**src/rtl/alu_issue_stage_if.sv**
```systemverilog
`default_nettype none
//------------------------------------------------------------------------------
// Module  : alu_issue_stage_if
// Brief   : Decode-side, forwarding and execute-side signals of the ALU issue stage.
// Revision: 1.0 - initial release
//------------------------------------------------------------------------------
interface alu_issue_stage_if #(
   parameter int XLEN  = 32,
   parameter int RADDR = 5,
   parameter int CTRLW = 4
);
   logic             inValid;
   logic             inReady;
   logic [RADDR-1:0] inRs1Addr;
   logic [RADDR-1:0] inRs2Addr;
   logic [RADDR-1:0] inRdAddr;
   logic [XLEN-1:0]  inRs1Data;
   logic [XLEN-1:0]  inRs2Data;
   logic [XLEN-1:0]  inImm;
   logic [XLEN-1:0]  inPc;
   logic             inUseImm;
   logic             inUsePc;
   logic             inRegWrite;
   logic [CTRLW-1:0] inAluControl;
   logic             flush;
   logic             exMemRegWrite;
   logic [RADDR-1:0] exMemRd;
   logic [XLEN-1:0]  exMemResult;
   logic             memWbRegWrite;
   logic [RADDR-1:0] memWbRd;
   logic [XLEN-1:0]  memWbResult;
   logic             outValid;
   logic             outReady;
   logic [XLEN-1:0]  aluIn1;
   logic [XLEN-1:0]  aluIn2;
   logic [CTRLW-1:0] aluControl;
   logic [XLEN-1:0]  storeData;
   logic [RADDR-1:0] outRd;
   logic             outRegWrite;

   modport master (
      output inValid, inRs1Addr, inRs2Addr, inRdAddr, inRs1Data, inRs2Data,
             inImm, inPc, inUseImm, inUsePc, inRegWrite, inAluControl, flush,
             exMemRegWrite, exMemRd, exMemResult,
             memWbRegWrite, memWbRd, memWbResult, outReady,
      input  inReady, outValid, aluIn1, aluIn2, aluControl, storeData,
             outRd, outRegWrite
   );

   modport slave (
      input  inValid, inRs1Addr, inRs2Addr, inRdAddr, inRs1Data, inRs2Data,
             inImm, inPc, inUseImm, inUsePc, inRegWrite, inAluControl, flush,
             exMemRegWrite, exMemRd, exMemResult,
             memWbRegWrite, memWbRd, memWbResult, outReady,
      output inReady, outValid, aluIn1, aluIn2, aluControl, storeData,
             outRd, outRegWrite
   );
endinterface
`default_nettype wire

```
**src/rtl/alu_issue_stage.sv**
```systemverilog
`default_nettype none
//------------------------------------------------------------------------------
// Module  : alu_issue_stage
// Brief   : ID/EX register with valid/ready hold and EX/MEM, MEM/WB forwarding.
// Revision: 1.0 - initial release
//------------------------------------------------------------------------------
module alu_issue_stage #(
   parameter int XLEN  = 32,
   parameter int RADDR = 5,
   parameter int CTRLW = 4
) (
   input  logic               clk,
   input  logic               rstN,
   alu_issue_stage_if.slave   bus
);
   localparam logic [RADDR-1:0] C_X0 = '0;

   logic             r_outValid;
   logic [RADDR-1:0] r_rs1Addr;
   logic [RADDR-1:0] r_rs2Addr;
   logic [RADDR-1:0] r_rdAddr;
   logic [XLEN-1:0]  r_rs1Data;
   logic [XLEN-1:0]  r_rs2Data;
   logic [XLEN-1:0]  r_imm;
   logic [XLEN-1:0]  r_pc;
   logic             r_useImm;
   logic             r_usePc;
   logic             r_regWrite;
   logic [CTRLW-1:0] r_aluControl;

   logic             w_inReady;
   logic             w_capture;
   logic             w_stall;
   logic [XLEN-1:0]  w_fwdRs1;
   logic [XLEN-1:0]  w_fwdRs2;

   assign w_inReady = !r_outValid || bus.outReady;
   assign w_capture = bus.inValid && w_inReady && !bus.flush;
   assign w_stall   = r_outValid && !bus.outReady;

   // EX/MEM is the younger producer, so it takes priority over MEM/WB.
   always_comb begin
      w_fwdRs1 = r_rs1Data;
      if (r_rs1Addr != C_X0 && bus.exMemRegWrite && bus.exMemRd == r_rs1Addr)
         w_fwdRs1 = bus.exMemResult;
      else if (r_rs1Addr != C_X0 && bus.memWbRegWrite && bus.memWbRd == r_rs1Addr)
         w_fwdRs1 = bus.memWbResult;
   end

   always_comb begin
      w_fwdRs2 = r_rs2Data;
      if (r_rs2Addr != C_X0 && bus.exMemRegWrite && bus.exMemRd == r_rs2Addr)
         w_fwdRs2 = bus.exMemResult;
      else if (r_rs2Addr != C_X0 && bus.memWbRegWrite && bus.memWbRd == r_rs2Addr)
         w_fwdRs2 = bus.memWbResult;
   end

   always_ff @(posedge clk or negedge rstN) begin
      if (!rstN) begin
         r_outValid   <= 1'b0;
         r_rs1Addr    <= '0;
         r_rs2Addr    <= '0;
         r_rdAddr     <= '0;
         r_rs1Data    <= '0;
         r_rs2Data    <= '0;
         r_imm        <= '0;
         r_pc         <= '0;
         r_useImm     <= 1'b0;
         r_usePc      <= 1'b0;
         r_regWrite   <= 1'b0;
         r_aluControl <= '0;
      end else begin
         if (bus.flush) begin
            r_outValid <= 1'b0;
         end else if (w_capture) begin
            r_outValid <= 1'b1;
         end else if (bus.outReady) begin
            r_outValid <= 1'b0;
         end

         if (w_capture) begin
            r_rs1Addr    <= bus.inRs1Addr;
            r_rs2Addr    <= bus.inRs2Addr;
            r_rdAddr     <= bus.inRdAddr;
            r_rs1Data    <= bus.inRs1Data;
            r_rs2Data    <= bus.inRs2Data;
            r_imm        <= bus.inImm;
            r_pc         <= bus.inPc;
            r_useImm     <= bus.inUseImm;
            r_usePc      <= bus.inUsePc;
            r_regWrite   <= bus.inRegWrite;
            r_aluControl <= bus.inAluControl;
         end else if (w_stall) begin
            // A write-back retiring during the stall would otherwise vanish.
            if (r_rs1Addr != C_X0 && bus.memWbRegWrite && bus.memWbRd == r_rs1Addr)
               r_rs1Data <= bus.memWbResult;
            if (r_rs2Addr != C_X0 && bus.memWbRegWrite && bus.memWbRd == r_rs2Addr)
               r_rs2Data <= bus.memWbResult;
         end
      end
   end

   assign bus.inReady     = w_inReady;
   assign bus.outValid    = r_outValid;
   assign bus.aluIn1      = r_usePc  ? r_pc  : w_fwdRs1;
   assign bus.aluIn2      = r_useImm ? r_imm : w_fwdRs2;
   assign bus.aluControl  = r_aluControl;
   assign bus.storeData   = w_fwdRs2;
   assign bus.outRd       = r_rdAddr;
   assign bus.outRegWrite = r_regWrite && r_outValid;
endmodule
`default_nettype wire
```
**src/flat_wrapper.sv**
```systemverilog
// flat-port wrapper written by rule: the top's interface ports become plain ports
module alu_issue_stage_flat 
#(
   parameter int XLEN  = 32,
   parameter int RADDR = 5,
   parameter int CTRLW = 4
)
  (clk, rstN, bus_inValid, bus_inRs1Addr, bus_inRs2Addr, bus_inRdAddr, bus_inRs1Data, bus_inRs2Data, bus_inImm, bus_inPc, bus_inUseImm, bus_inUsePc, bus_inRegWrite, bus_inAluControl, bus_flush, bus_exMemRegWrite, bus_exMemRd, bus_exMemResult, bus_memWbRegWrite, bus_memWbRd, bus_memWbResult, bus_outReady, bus_inReady, bus_outValid, bus_aluIn1, bus_aluIn2, bus_aluControl, bus_storeData, bus_outRd, bus_outRegWrite);
  alu_issue_stage_if #(.XLEN(XLEN), .RADDR(RADDR), .CTRLW(CTRLW)) bus_i ();
  input  logic clk;
  input  logic rstN;
  input wire logic [$bits(bus_i.inValid)-1:0] bus_inValid;
  input wire logic [$bits(bus_i.inRs1Addr)-1:0] bus_inRs1Addr;
  input wire logic [$bits(bus_i.inRs2Addr)-1:0] bus_inRs2Addr;
  input wire logic [$bits(bus_i.inRdAddr)-1:0] bus_inRdAddr;
  input wire logic [$bits(bus_i.inRs1Data)-1:0] bus_inRs1Data;
  input wire logic [$bits(bus_i.inRs2Data)-1:0] bus_inRs2Data;
  input wire logic [$bits(bus_i.inImm)-1:0] bus_inImm;
  input wire logic [$bits(bus_i.inPc)-1:0] bus_inPc;
  input wire logic [$bits(bus_i.inUseImm)-1:0] bus_inUseImm;
  input wire logic [$bits(bus_i.inUsePc)-1:0] bus_inUsePc;
  input wire logic [$bits(bus_i.inRegWrite)-1:0] bus_inRegWrite;
  input wire logic [$bits(bus_i.inAluControl)-1:0] bus_inAluControl;
  input wire logic [$bits(bus_i.flush)-1:0] bus_flush;
  input wire logic [$bits(bus_i.exMemRegWrite)-1:0] bus_exMemRegWrite;
  input wire logic [$bits(bus_i.exMemRd)-1:0] bus_exMemRd;
  input wire logic [$bits(bus_i.exMemResult)-1:0] bus_exMemResult;
  input wire logic [$bits(bus_i.memWbRegWrite)-1:0] bus_memWbRegWrite;
  input wire logic [$bits(bus_i.memWbRd)-1:0] bus_memWbRd;
  input wire logic [$bits(bus_i.memWbResult)-1:0] bus_memWbResult;
  input wire logic [$bits(bus_i.outReady)-1:0] bus_outReady;
  output wire logic [$bits(bus_i.inReady)-1:0] bus_inReady;
  output wire logic [$bits(bus_i.outValid)-1:0] bus_outValid;
  output wire logic [$bits(bus_i.aluIn1)-1:0] bus_aluIn1;
  output wire logic [$bits(bus_i.aluIn2)-1:0] bus_aluIn2;
  output wire logic [$bits(bus_i.aluControl)-1:0] bus_aluControl;
  output wire logic [$bits(bus_i.storeData)-1:0] bus_storeData;
  output wire logic [$bits(bus_i.outRd)-1:0] bus_outRd;
  output wire logic [$bits(bus_i.outRegWrite)-1:0] bus_outRegWrite;
  assign bus_i.inValid = bus_inValid;
  assign bus_i.inRs1Addr = bus_inRs1Addr;
  assign bus_i.inRs2Addr = bus_inRs2Addr;
  assign bus_i.inRdAddr = bus_inRdAddr;
  assign bus_i.inRs1Data = bus_inRs1Data;
  assign bus_i.inRs2Data = bus_inRs2Data;
  assign bus_i.inImm = bus_inImm;
  assign bus_i.inPc = bus_inPc;
  assign bus_i.inUseImm = bus_inUseImm;
  assign bus_i.inUsePc = bus_inUsePc;
  assign bus_i.inRegWrite = bus_inRegWrite;
  assign bus_i.inAluControl = bus_inAluControl;
  assign bus_i.flush = bus_flush;
  assign bus_i.exMemRegWrite = bus_exMemRegWrite;
  assign bus_i.exMemRd = bus_exMemRd;
  assign bus_i.exMemResult = bus_exMemResult;
  assign bus_i.memWbRegWrite = bus_memWbRegWrite;
  assign bus_i.memWbRd = bus_memWbRd;
  assign bus_i.memWbResult = bus_memWbResult;
  assign bus_i.outReady = bus_outReady;
  assign bus_inReady = bus_i.inReady;
  assign bus_outValid = bus_i.outValid;
  assign bus_aluIn1 = bus_i.aluIn1;
  assign bus_aluIn2 = bus_i.aluIn2;
  assign bus_aluControl = bus_i.aluControl;
  assign bus_storeData = bus_i.storeData;
  assign bus_outRd = bus_i.outRd;
  assign bus_outRegWrite = bus_i.outRegWrite;
  alu_issue_stage #(.XLEN(XLEN), .RADDR(RADDR), .CTRLW(CTRLW)) u_core (.clk(clk), .rstN(rstN), .bus(bus_i));
endmodule
```
**config.mk**
```make
export PLATFORM = sky130hd
export DESIGN_NAME = alu_issue_stage_flat
export DESIGN_NICKNAME = d
export VERILOG_FILES = /design/src/rtl/alu_issue_stage_if.sv /design/src/rtl/alu_issue_stage.sv /design/src/flat_wrapper.sv
export SDC_FILE = /design/constraint.sdc
export NUM_CORES = 1
export LEC_CHECK = 0
export CORE_MARGIN = 2
export CORE_UTILIZATION = 40
export DETAILED_ROUTE_END_ITERATION = 6
export PLACE_DENSITY = 0.75
export SYNTH_ARGS = -nofsm -noshare
export SYNTH_HDL_FRONTEND = slang
export SYNTH_SLANG_ARGS = --single-unit
```
**constraint.sdc**
```tcl
create_clock -name clk -period 3.45 [get_ports clk]
set_input_delay 0.69 -clock clk [delete_from_list [all_inputs] [get_ports clk]]
set_output_delay 0.69 -clock clk [all_outputs]
set_load 0.005 [all_outputs]
```
==> flow_metrics.env, run 1 <==
export IMPL_critPathBufInv=4
export IMPL_routed_wl_um=35400
export IMPL_crit_top_cell="buf_12"
export IMPL_clkTransAtPathRegs_ns=0.06
export IMPL_final_cell_count_no_fill=1743
export IMPL_root_buffer="clkbuf_16"
export IMPL_design_die_area_sq_um=23300
export IMPL_rows=54
export IMPL_async_reset_ff_share_pct=100
export IMPL_vias=9767
export IMPL_power_density_nw_per_um2=460
export IMPL_syn_area_sq_um=8850
export IMPL_drc=0
export IMPL_syn_nets=1325
export IMPL_areaGrowthSynthToFinish_pct=57.6
export IMPL_clock_sinks=151
export IMPL_clkLatencyLatePin_ns=0.42
export IMPL_path_class="in2out"
export IMPL_reg2reg_to="u_core.r_rs1Data[31]$_DFFE_PN0P_"
export IMPL_dpl_hpwl_um=24500
export IMPL_fin_area_sq_um=14000
export IMPL_ys_flop_type="dfrtp_1"
export IMPL_fp_dieH_um=153
export IMPL_cts_max_path_buffers=2
export IMPL_routed_via_density=5.60
export IMPL_fp_coreArea_sq_um=21800
export IMPL_worst_pin_slew_ns=0.737
export IMPL_cp_slowest_stage_delay_ns=0.51
export IMPL_fill_cells=1812
export IMPL_cp_top_family="buffers and inverters"
export IMPL_regToRegSetupSlack_ns=1.05
export IMPL_slew_viol_final=0
export IMPL_cts_buffers=17
export IMPL_startpoint="bus_exMemRd[0]"
export IMPL_cts_tree="yes"
export IMPL_critPathCapture="bus_storeData[12]"
export IMPL_gp_congestion=0.902
export IMPL_drtPass1Iterations=5
export IMPL_max_freq_mhz=294
export IMPL_drive_gt1_share_pct=15.6
export IMPL_routedWlPerCell_um=20.3
export IMPL_worst_r2r_path_depth=7
export IMPL_timing_hold_ws_ns=0.302
export IMPL_outcome="completed"
export IMPL_ys_seq_area_share_pct=42.7
export IMPL_ys_types=38
export IMPL_clock_skew_ns=0.0120
export IMPL_initialDrtViolationCount=707
export IMPL_min_path_type="in2async"
export IMPL_maxCapViolCount=0
export IMPL_endpoint_kind="output port"
export IMPL_cp_num_cells=9
export IMPL_finalHoldViolCount=0
export IMPL_reg2reg_from="u_core.r_rs1Addr[4]$_DFFE_PN0P_"
export IMPL_grt_pass1_wl_um=55500
export IMPL_synth_edf_count=0
export IMPL_final_seq_area_sq_um=3790
export IMPL_io_pins=339
export IMPL_io_buffers=338
export IMPL_htree_levels=4
export IMPL_postSynthCellCount=1094
export IMPL_dp_cells=1685
export IMPL_period_needed_ns=3.40
export IMPL_grt_overflow=0
export IMPL_initial_core_util_pct=40.7
export IMPL_antenna_left=0
export IMPL_rsz0062_at_grt="no"
export IMPL_critPathLaunchType="input port"
export IMPL_placed_area_sq_um=12900
export IMPL_crit_chain="dlygate4sd2_1 -> xor2_1 -> nor4_2 -> and4_4 -> buf_12 -> buf_12 -> a211oi_1 -> nor2_1 -> clkdlybuf4s50_1"
export IMPL_multi_input_area_sq_um=4600
export IMPL_cp_max_fo=13
export IMPL_layout_commonest_cell="nand2_1"
export IMPL_finalCritPeriodShare_pct=98.6
export IMPL_cp_arrival_ns=2.71
export IMPL_die_width_um=153
export IMPL_grt_pass1_vias=9741
export IMPL_setup_viol=0
export IMPL_cp_required_ns=2.76
export IMPL_relSlewSlack_pct=50.8
export IMPL_mostFrequentLayoutCells="nand2_1 (242), clkdlybuf4s50_1 (235), dfrtp_1 (145)"
export IMPL_yosys_warnings=0
export IMPL_ir_drop_v=0.000342
export IMPL_final_nets=1681
export IMPL_grt_max_degree=76
export IMPL_slowest_stage="clkdlybuf4s50_1"
export IMPL_grt_total_usage_pct=30.1
export IMPL_power_leakage_nw=6.38
export IMPL_synth_seq_cells=151
export IMPL_grt_antenna_before_repair=1
export IMPL_avgSynthCellArea_sq_um=8.09
export IMPL_power_mw=6.42
## Yosys cell counts (10+ instances only)
cell / instances / area [sq um]
nand2_1: 244 / 916
dfrtp_1: 151 / 3780
nor2_1: 107 / 402
inv_1: 87 / 327
clkbuf_1: 67 / 251
a21oi_1: 60 / 300
a211oi_1: 59 / 443
o31ai_1: 37 / 278
nor3_1: 33 / 165
a31oi_1: 32 / 200
o21ai_0: 29 / 145
a22oi_1: 27 / 203
mux2i_1: 27 / 270
a221oi_2: 25 / 375
o21ai_1: 25 / 125
xor2_1: 12 / 105
o22ai_1: 10 / 62.6
## per-stage QoR
step	setup slack, ns	util (%)	TNS [ns]
4_1_cts	0.00461	63.6	0
2_1_floorplan	0.691	-	0
5_1_grt	0.00240	64.1	0
3_5_place_dp	-0.519	59.3	-34.45
6_report	0.0481	64.1	0
3_3_place_gp	-0.538	59.3	-32.76
## power breakdown
part	switching (mW)	internal, mW
combinational	1.10	1.17
sequential	0.169	2.04
clock	0.762	1.17
## area by class of cell
| type | count | area share [%] |
|---|---|---|
| multi-input combinational | 767 | 33.0 |
| timing repair buffer | 426 | 30.7 |
| sequential | 151 | 27.1 |
| clock buffer | 20 | 3.27 |
| tap | 280 | 2.51 |
| inverter | 87 | 2.34 |
| clock inverter | 11 | 1.06 |
| antenna | 1 | 0.0179 |
## sequential cells by signal, indices dropped and copies added, names as in the netlist
register,flops
u_core.bus.outRd,5
u_core.r_regWrite,1
u_core.r_pc,32
u_core.r_rs1Addr,5
u_core.r_imm,32
u_core.r_rs2Addr,5
u_core.r_rs1Data,32
u_core.r_rs2Data,32
u_core.bus.aluControl,4
u_core.r_usePc,1
u_core.r_useImm,1
u_core.bus.outValid,1
## worst min path at each step
stage                                               start                              endpoint  slack (ns)  cells past startpoint
after floorplan                                      rstN  u_core.bus.aluControl[0]$_DFFE_PN0P_        0.39                      0
after global placement      u_core.r_regWrite$_DFFE_PN0P_         u_core.r_regWrite$_DFFE_PN0P_        0.45                      2
after detailed placement  u_core.bus.outRd[0]$_DFFE_PN0P_       u_core.bus.outRd[0]$_DFFE_PN0P_        0.46                      2
after CTS                                            rstN           u_core.r_pc[25]$_DFFE_PN0P_        0.33                      1
after global routing                                 rstN          u_core.r_imm[23]$_DFFE_PN0P_        0.37                      1
final                                                rstN          u_core.r_imm[23]$_DFFE_PN0P_        0.30                      1
## routing by layer
| metal | routed length [um] | global-route usage [%] | vias up |
|---|---|---|---|
| met5 | 0 | 0 | - |
| met4 | 1410 | 12.9 | 0 |
| met3 | 2420 | 6.06 | 100 |
| met2 | 17100 | 49.1 | 464 |
| met1 | 14400 | 39.0 | 4704 |
| li1 | - | - | 4499 |
## logic make-up after synthesis
group           synth area share (%)
simple gates                    18.8
compound gates                  25.1
buf+inv                         8.47
flops                           42.7
mux                             3.05
xor+xnor                        1.88
## repair_timing
| action | in CTS | in global routing |
|---|---|---|
| gates cloned | 5 | 1 |
| setup endpoints to repair | 96 | 39 |
| pin swaps | 27 | 10 |
| resized for setup | 230 | 25 |
| hold buffers | 0 | 0 |
| buffers inserted | 18 | 3 |
Note: power is estimated with default switching activity, not from simulation.
==> run 2: changes to the inputs <==
- CORE_MARGIN: 2 -> 4
==> run 2 against run 1 <==
Against the previous run: sequential cell count is the same; final cell count grew 0.29%; critical path depth grew 1; total power grew 0.28%; final area shrank 0.18%; count of clock-buffer cells in the layout shrank 1; non-clock buffer count grew 5.
==> flow_metrics.env, run 2 (synthesis gave the netlist of run 1 again) <==
export IMPL_outcome="completed"
export IMPL_io_pins=339
export IMPL_clkTransAtPathRegs_ns=0.06
export IMPL_slowest_stage="and4_4"
export IMPL_reg2reg_to="u_core.r_rs1Data[0]$_DFFE_PN0P_"
export IMPL_relSlewSlack_pct=27.9
export IMPL_vias=9669
export IMPL_reg2reg_from="u_core.r_rs1Addr[4]$_DFFE_PN0P_"
export IMPL_fp_dieH_um=157
export IMPL_max_freq_mhz=295
export IMPL_grt_antenna_before_repair=0
export IMPL_endpoint_kind="output port"
export IMPL_grt_use_met1_pct=35.9
export IMPL_finalHoldViolCount=0
export IMPL_slew_viol_final=0
export IMPL_io_buffers=338
export IMPL_cts_max_path_buffers=2
export IMPL_rows=54
export IMPL_grt_use_met2_pct=46.9
export IMPL_cp_arrival_ns=2.70
export IMPL_worst_r2r_path_depth=7
export IMPL_routed_via_density=5.53
export IMPL_root_buffer="clkbuf_16"
export IMPL_grt_max_degree=73
export IMPL_gp_congestion=0.865
export IMPL_drtPass1Iterations=7
export IMPL_fill_cells=1930
export IMPL_dpl_hpwl_um=24600
export IMPL_initial_core_util_pct=40.6
export IMPL_tns_ns=0
export IMPL_grt_total_usage_pct=28.2
export IMPL_clock_sinks=151
export IMPL_min_path_type="in2async"
export IMPL_cp_required_ns=2.76
export IMPL_grt_use_met3_pct=6.44
export IMPL_n_antenna_cell=0
export IMPL_finalCritPeriodShare_pct=98.1
export IMPL_cp_max_fo=5
export IMPL_die_width_um=157
export IMPL_final_nets=1686
export IMPL_timing_hold_ws_ns=0.274
export IMPL_layout_commonest_cell="nand2_1"
export IMPL_startpoint="bus_exMemRd[3]"
export IMPL_postLayoutSetupSlackWorst_ns=0.0639
export IMPL_grt_busiest_layer="met2"
export IMPL_period_needed_ns=3.39
export IMPL_drive_gt1_share_pct=17.8
export IMPL_path_class="in2out"
export IMPL_routed_wl_um=35800
export IMPL_cts_tree="yes"
export IMPL_antenna_left=0
export IMPL_critPathLaunchType="input port"
export IMPL_power_mw=6.44
export IMPL_grt_pass1_vias=9720
export IMPL_initialDrtViolationCount=759
export IMPL_power_density_nw_per_um2=462
export IMPL_power_leakage_nw=6.36
export IMPL_grt_pass1_wl_um=54100
export IMPL_maxCapViolCount=0
export IMPL_clkLatencyLatePin_ns=0.43
export IMPL_crit_chain="clkdlybuf4s15_1 -> xor2_1 -> nor4_1 -> buf_4 -> and4_4 -> buf_6 -> bufbuf_16 -> a211oi_1 -> o31ai_1 -> buf_2"
export IMPL_pre_cts_ws_ns=-0.556
export IMPL_cp_slowest_stage_delay_ns=0.31
export IMPL_rsz0062_at_grt="yes"
export IMPL_ir_drop_v=0.000301
export IMPL_mostFrequentLayoutCells="nand2_1 (242), clkdlybuf4s50_1 (231), dfrtp_1 (148)"
export IMPL_htree_levels=4
export IMPL_drc=0
export IMPL_areaGrowthSynthToFinish_pct=57.4
export IMPL_design_die_area_sq_um=24600
export IMPL_fp_coreArea_sq_um=21800
export IMPL_routedWlPerCell_um=20.5
export IMPL_regToRegSetupSlack_ns=1.04
export IMPL_fin_util_pct=63.8
export IMPL_cts_buffers=17
export IMPL_clock_skew_ns=0.00861
export IMPL_worst_pin_slew_ns=1.08
export IMPL_grt_overflow=0
export IMPL_setup_viol=0
[run 2: power by group]
part	switching, mW	internal, mW	total (mW)	leakage (nW)
sequential	0.194	2.04	2.24	1.83
combinational	1.08	1.09	2.17	4.23
clock	0.808	1.23	2.03	0.300
[run 2: how the worst max path moves through the flow]
stage	end	slack, ns	cells after the start
global route	bus_aluIn2[2]	-0.003	9
CTS	bus_aluIn2[1]	0.001	9
finish	bus_aluIn2[2]	0.06	10
floorplan	bus_aluIn2[0]	0.69	8
global placement	bus_aluIn2[19]	-0.50	9
detailed placement	bus_aluIn2[6]	-0.56	9
[run 2: repair_timing]
item | in CTS | in global routing
pin swaps | 34 | 22
gates resized for setup | 233 | 80
gates cloned | 4 | 1
hold endpoints to repair | 0 | 0
setup buffers | 23 | 5
endpoints found under the setup margin | 96 | 64
hold buffers | 0 | 0
[run 2: layout make-up]
type	count	area, sq um	area share [%]
clock buffer	19	433	3.11
tap	280	350	2.52
inverter	87	327	2.35
sequential	151	3780	27.2
timing repair buffer	431	4210	30.2
multi-input combinational	767	4630	33.2
clock inverter	13	195	1.40
[run 2: worst max-delay path: cells and delay by family]
kind	cells	cell delay, ns
AND/OR/NAND/NOR	2	0.53
AO/OA/AOI/OAI	2	0.34
buffers and inverters	5	0.94
XOR/XNOR	1	0.19
[run 2: through the flow]
| step | cells | cell area [sq um] |
|---|---|---|
| floorplan | 1094 | 8850 |
| finish | 1748 | 13900 |
| CTS | 1742 | 13900 |
| global route | 1748 | 13900 |
| detailed placement | 1683 | 12800 |
| global placement | 1683 | 12800 |
[run 2: per-layer routing]
layer,part of all wire [%],up-vias,routed length (um)
li1,-,4513,-
met1,40,4653,14300
met2,49,422,17500
met3,7.7,81,2770
met4,3.5,0,1250
met5,0,-,0
==> run 3: changes to the inputs <==
- SLEW_MARGIN: default -> 10
- clock period: 3.45 -> 4 ns (I/O delays scaled with it)
==> run 3 against run 2 <==
Against the previous run: clock skew about the same; sequential power down 14%; largest power group unchanged; sequential cell count unchanged; worst hold slack better by 0.12 ns; the run now ends with negative setup slack left; global-route usage down 1.2 points.
==> flow_metrics.env, run 3 (synthesis gave the netlist of run 1 again) <==
export IMPL_dp_cells=1674
export IMPL_relSlewSlack_pct=43.0
export IMPL_outcome="finished with violations"
export IMPL_die_width_um=157
export IMPL_drive_gt1_share_pct=10.6
export IMPL_power_leakage_nw=6.41
export IMPL_p_int_mw=3.83
export IMPL_cts_max_path_buffers=2
export IMPL_path_class="in2out"
export IMPL_maxCapViolCount=0
export IMPL_fill_cells=1890
export IMPL_slew_viol_final=0
export IMPL_grt_overflow=0
export IMPL_vias=9488
export IMPL_fp_coreArea_sq_um=21800
export IMPL_initial_core_util_pct=40.6
export IMPL_p_sw_mw=1.75
export IMPL_startpoint="bus_exMemRd[0]"
export IMPL_swShare_pct=31.4
export IMPL_crit_chain="clkdlybuf4s50_1 -> xor2_1 -> nor4_2 -> buf_4 -> and4_4 -> buf_12 -> buf_12 -> a211oi_1 -> o31ai_1 -> clkdlybuf4s50_1"
export IMPL_dpl_hpwl_um=24300
export IMPL_n_antenna_cell=0
export IMPL_fp_dieH_um=157
export IMPL_final_cell_count_no_fill=1709
export IMPL_root_buffer="clkbuf_16"
export IMPL_cp_arrival_ns=3.21
export IMPL_routed_wl_um=33900
export IMPL_htree_levels=4
export IMPL_postLayoutSetupSlackWorst_ns=-0.0129
export IMPL_layout_commonest_cell="clkdlybuf4s50_1"
export IMPL_endpoint_kind="output port"
export IMPL_power_frac_clock_pct=32.0
export IMPL_areaGrowthSynthToFinish_pct=53.8
export IMPL_clkLatencyLatePin_ns=0.42
export IMPL_critPathBufInv=5
export IMPL_p_seq_share_pct=34.5
export IMPL_drtPass1Iterations=7
export IMPL_cts_buffers=17
export IMPL_rsz0062_at_grt="yes"
export IMPL_final_nets=1647
export IMPL_clock_sinks=151
export IMPL_routedWlPerCell_um=19.8
export IMPL_io_pins=339
export IMPL_min_path_type="in2async"
export IMPL_power_mw=5.58
export IMPL_mostFrequentLayoutCells="clkdlybuf4s50_1 (260), nand2_1 (242), dfrtp_1 (149)"
export IMPL_gp_congestion=0.915
export IMPL_critPathLaunchType="input port"
export IMPL_initialDrtViolationCount=692
export IMPL_grt_max_degree=78
export IMPL_cts_hold_buf=0
export IMPL_cp_slowest_stage_delay_ns=0.54
export IMPL_worst_pin_slew_ns=0.855
export IMPL_tns_ns=-0.0129
export IMPL_placed_area_sq_um=12700
export IMPL_grt_antenna_before_repair=0
export IMPL_violations="negative setup slack"
export IMPL_slowest_stage="clkdlybuf4s50_1"
export IMPL_setup_viol=1
export IMPL_fin_area_sq_um=13600
export IMPL_cp_required_ns=3.20
export IMPL_grt_total_usage_pct=27.0
export IMPL_clkTransAtPathRegs_ns=0.07
export IMPL_cts_tree="yes"
export IMPL_fin_util_pct=62.4
export IMPL_power_density_nw_per_um2=410
export IMPL_routed_via_density=5.55
export IMPL_clock_skew_ns=0.00867
export IMPL_max_freq_mhz=249
export IMPL_ir_drop_v=0.000287
export IMPL_drc=0
export IMPL_reg2reg_from="u_core.r_rs1Addr[4]$_DFFE_PN0P_"
export IMPL_grt_pass1_vias=9527
export IMPL_timing_hold_ws_ns=0.390
export IMPL_finalHoldViolCount=0
export IMPL_antenna_left=0
export IMPL_grt_pass1_wl_um=52300
export IMPL_design_die_area_sq_um=24600
export IMPL_pre_cts_ws_ns=-0.256
export IMPL_cp_top_family="buffers and inverters"
export IMPL_rows=54
export IMPL_p_comb_share_pct=33.5
export IMPL_io_buffers=338
export IMPL_period_needed_ns=4.01
export IMPL_cp_max_fo=14
export IMPL_finalCritPeriodShare_pct=100
## run 3: cell types whose count changed in the layout (fill, tap and decap cells not counted), moves of 4 or more
| cell | change |
|---|---|
| dlymetal6s2s_1 | +31 |
| buf_4 | -19 |
| a211oi_2 | -8 |
| clkdlybuf4s50_1 | +29 |
| clkdlybuf4s15_1 | -8 |
| a211oi_1 | +9 |
| a221oi_1 | +4 |
| buf_12 | -12 |
| a221oi_2 | -4 |
| clkbuf_2 | -28 |
| buf_2 | -22 |
## run 3: cell type report
class | instances | area, sq um | share of cell area, %
clock buffers | 20 | 457 | 3.35
clock inverters | 12 | 188 | 1.38
inverters | 87 | 327 | 2.40
multi-input cells | 767 | 4500 | 33.0
flip-flops and latches | 151 | 3780 | 27.8
well taps | 280 | 350 | 2.57
repair buffers | 392 | 4010 | 29.5
## run 3: repair_timing
item                                    4_1_cts  5_1_grt
pin swaps                                     6        5
cloned                                        2        0
setup buffers                                 1        0
resized for setup                            54       55
endpoints found under the setup margin       85       47
## run 3: final timing paths
path                                                   endpoint  slack (ns)  cells past startpoint
setup / recovery                                 bus_aluIn2[10]       -0.01                     10
hold / removal                      u_core.r_pc[14]$_DFFE_PN0P_        0.39                      1
setup reg to reg                u_core.r_rs1Data[0]$_DFFE_PN0P_        1.45                      6
hold reg to reg            u_core.bus.aluControl[3]$_DFFE_PN0P_        0.47                      2
max in group asynchronous            u_core.r_usePc$_DFFE_PN0P_        2.67                      2
min in group clk           u_core.bus.aluControl[3]$_DFFE_PN0P_        0.47                      2
## run 3: power by group through the flow
stage	sequential (mW)	clock (mW)	combinational, mW
floorplan	1.87	0	0.890
global placement	1.93	0	1.90
detailed placement	1.94	0	1.93
CTS	1.92	1.81	1.89
global route	1.95	1.88	2.04
finish	1.92	1.79	1.87
## run 3: worst reg2reg max path, stage by stage (launching register included)
cell and delay, ns:
dfrtp_1 0.45, or4_4 0.61, a21bo_1 0.23, buf_4 0.17, nand4_2 0.15, nand2_2 0.45
o21ai_0 0.38
## run 3: routing by layer
metal	vias up	track usage, %	part of all wire (%)
li1	4437	-	-
met5	-	0	0
met2	434	45.0	49
met1	4540	33.9	40
met4	0	11.0	3.1
met3	77	6.22	7.3
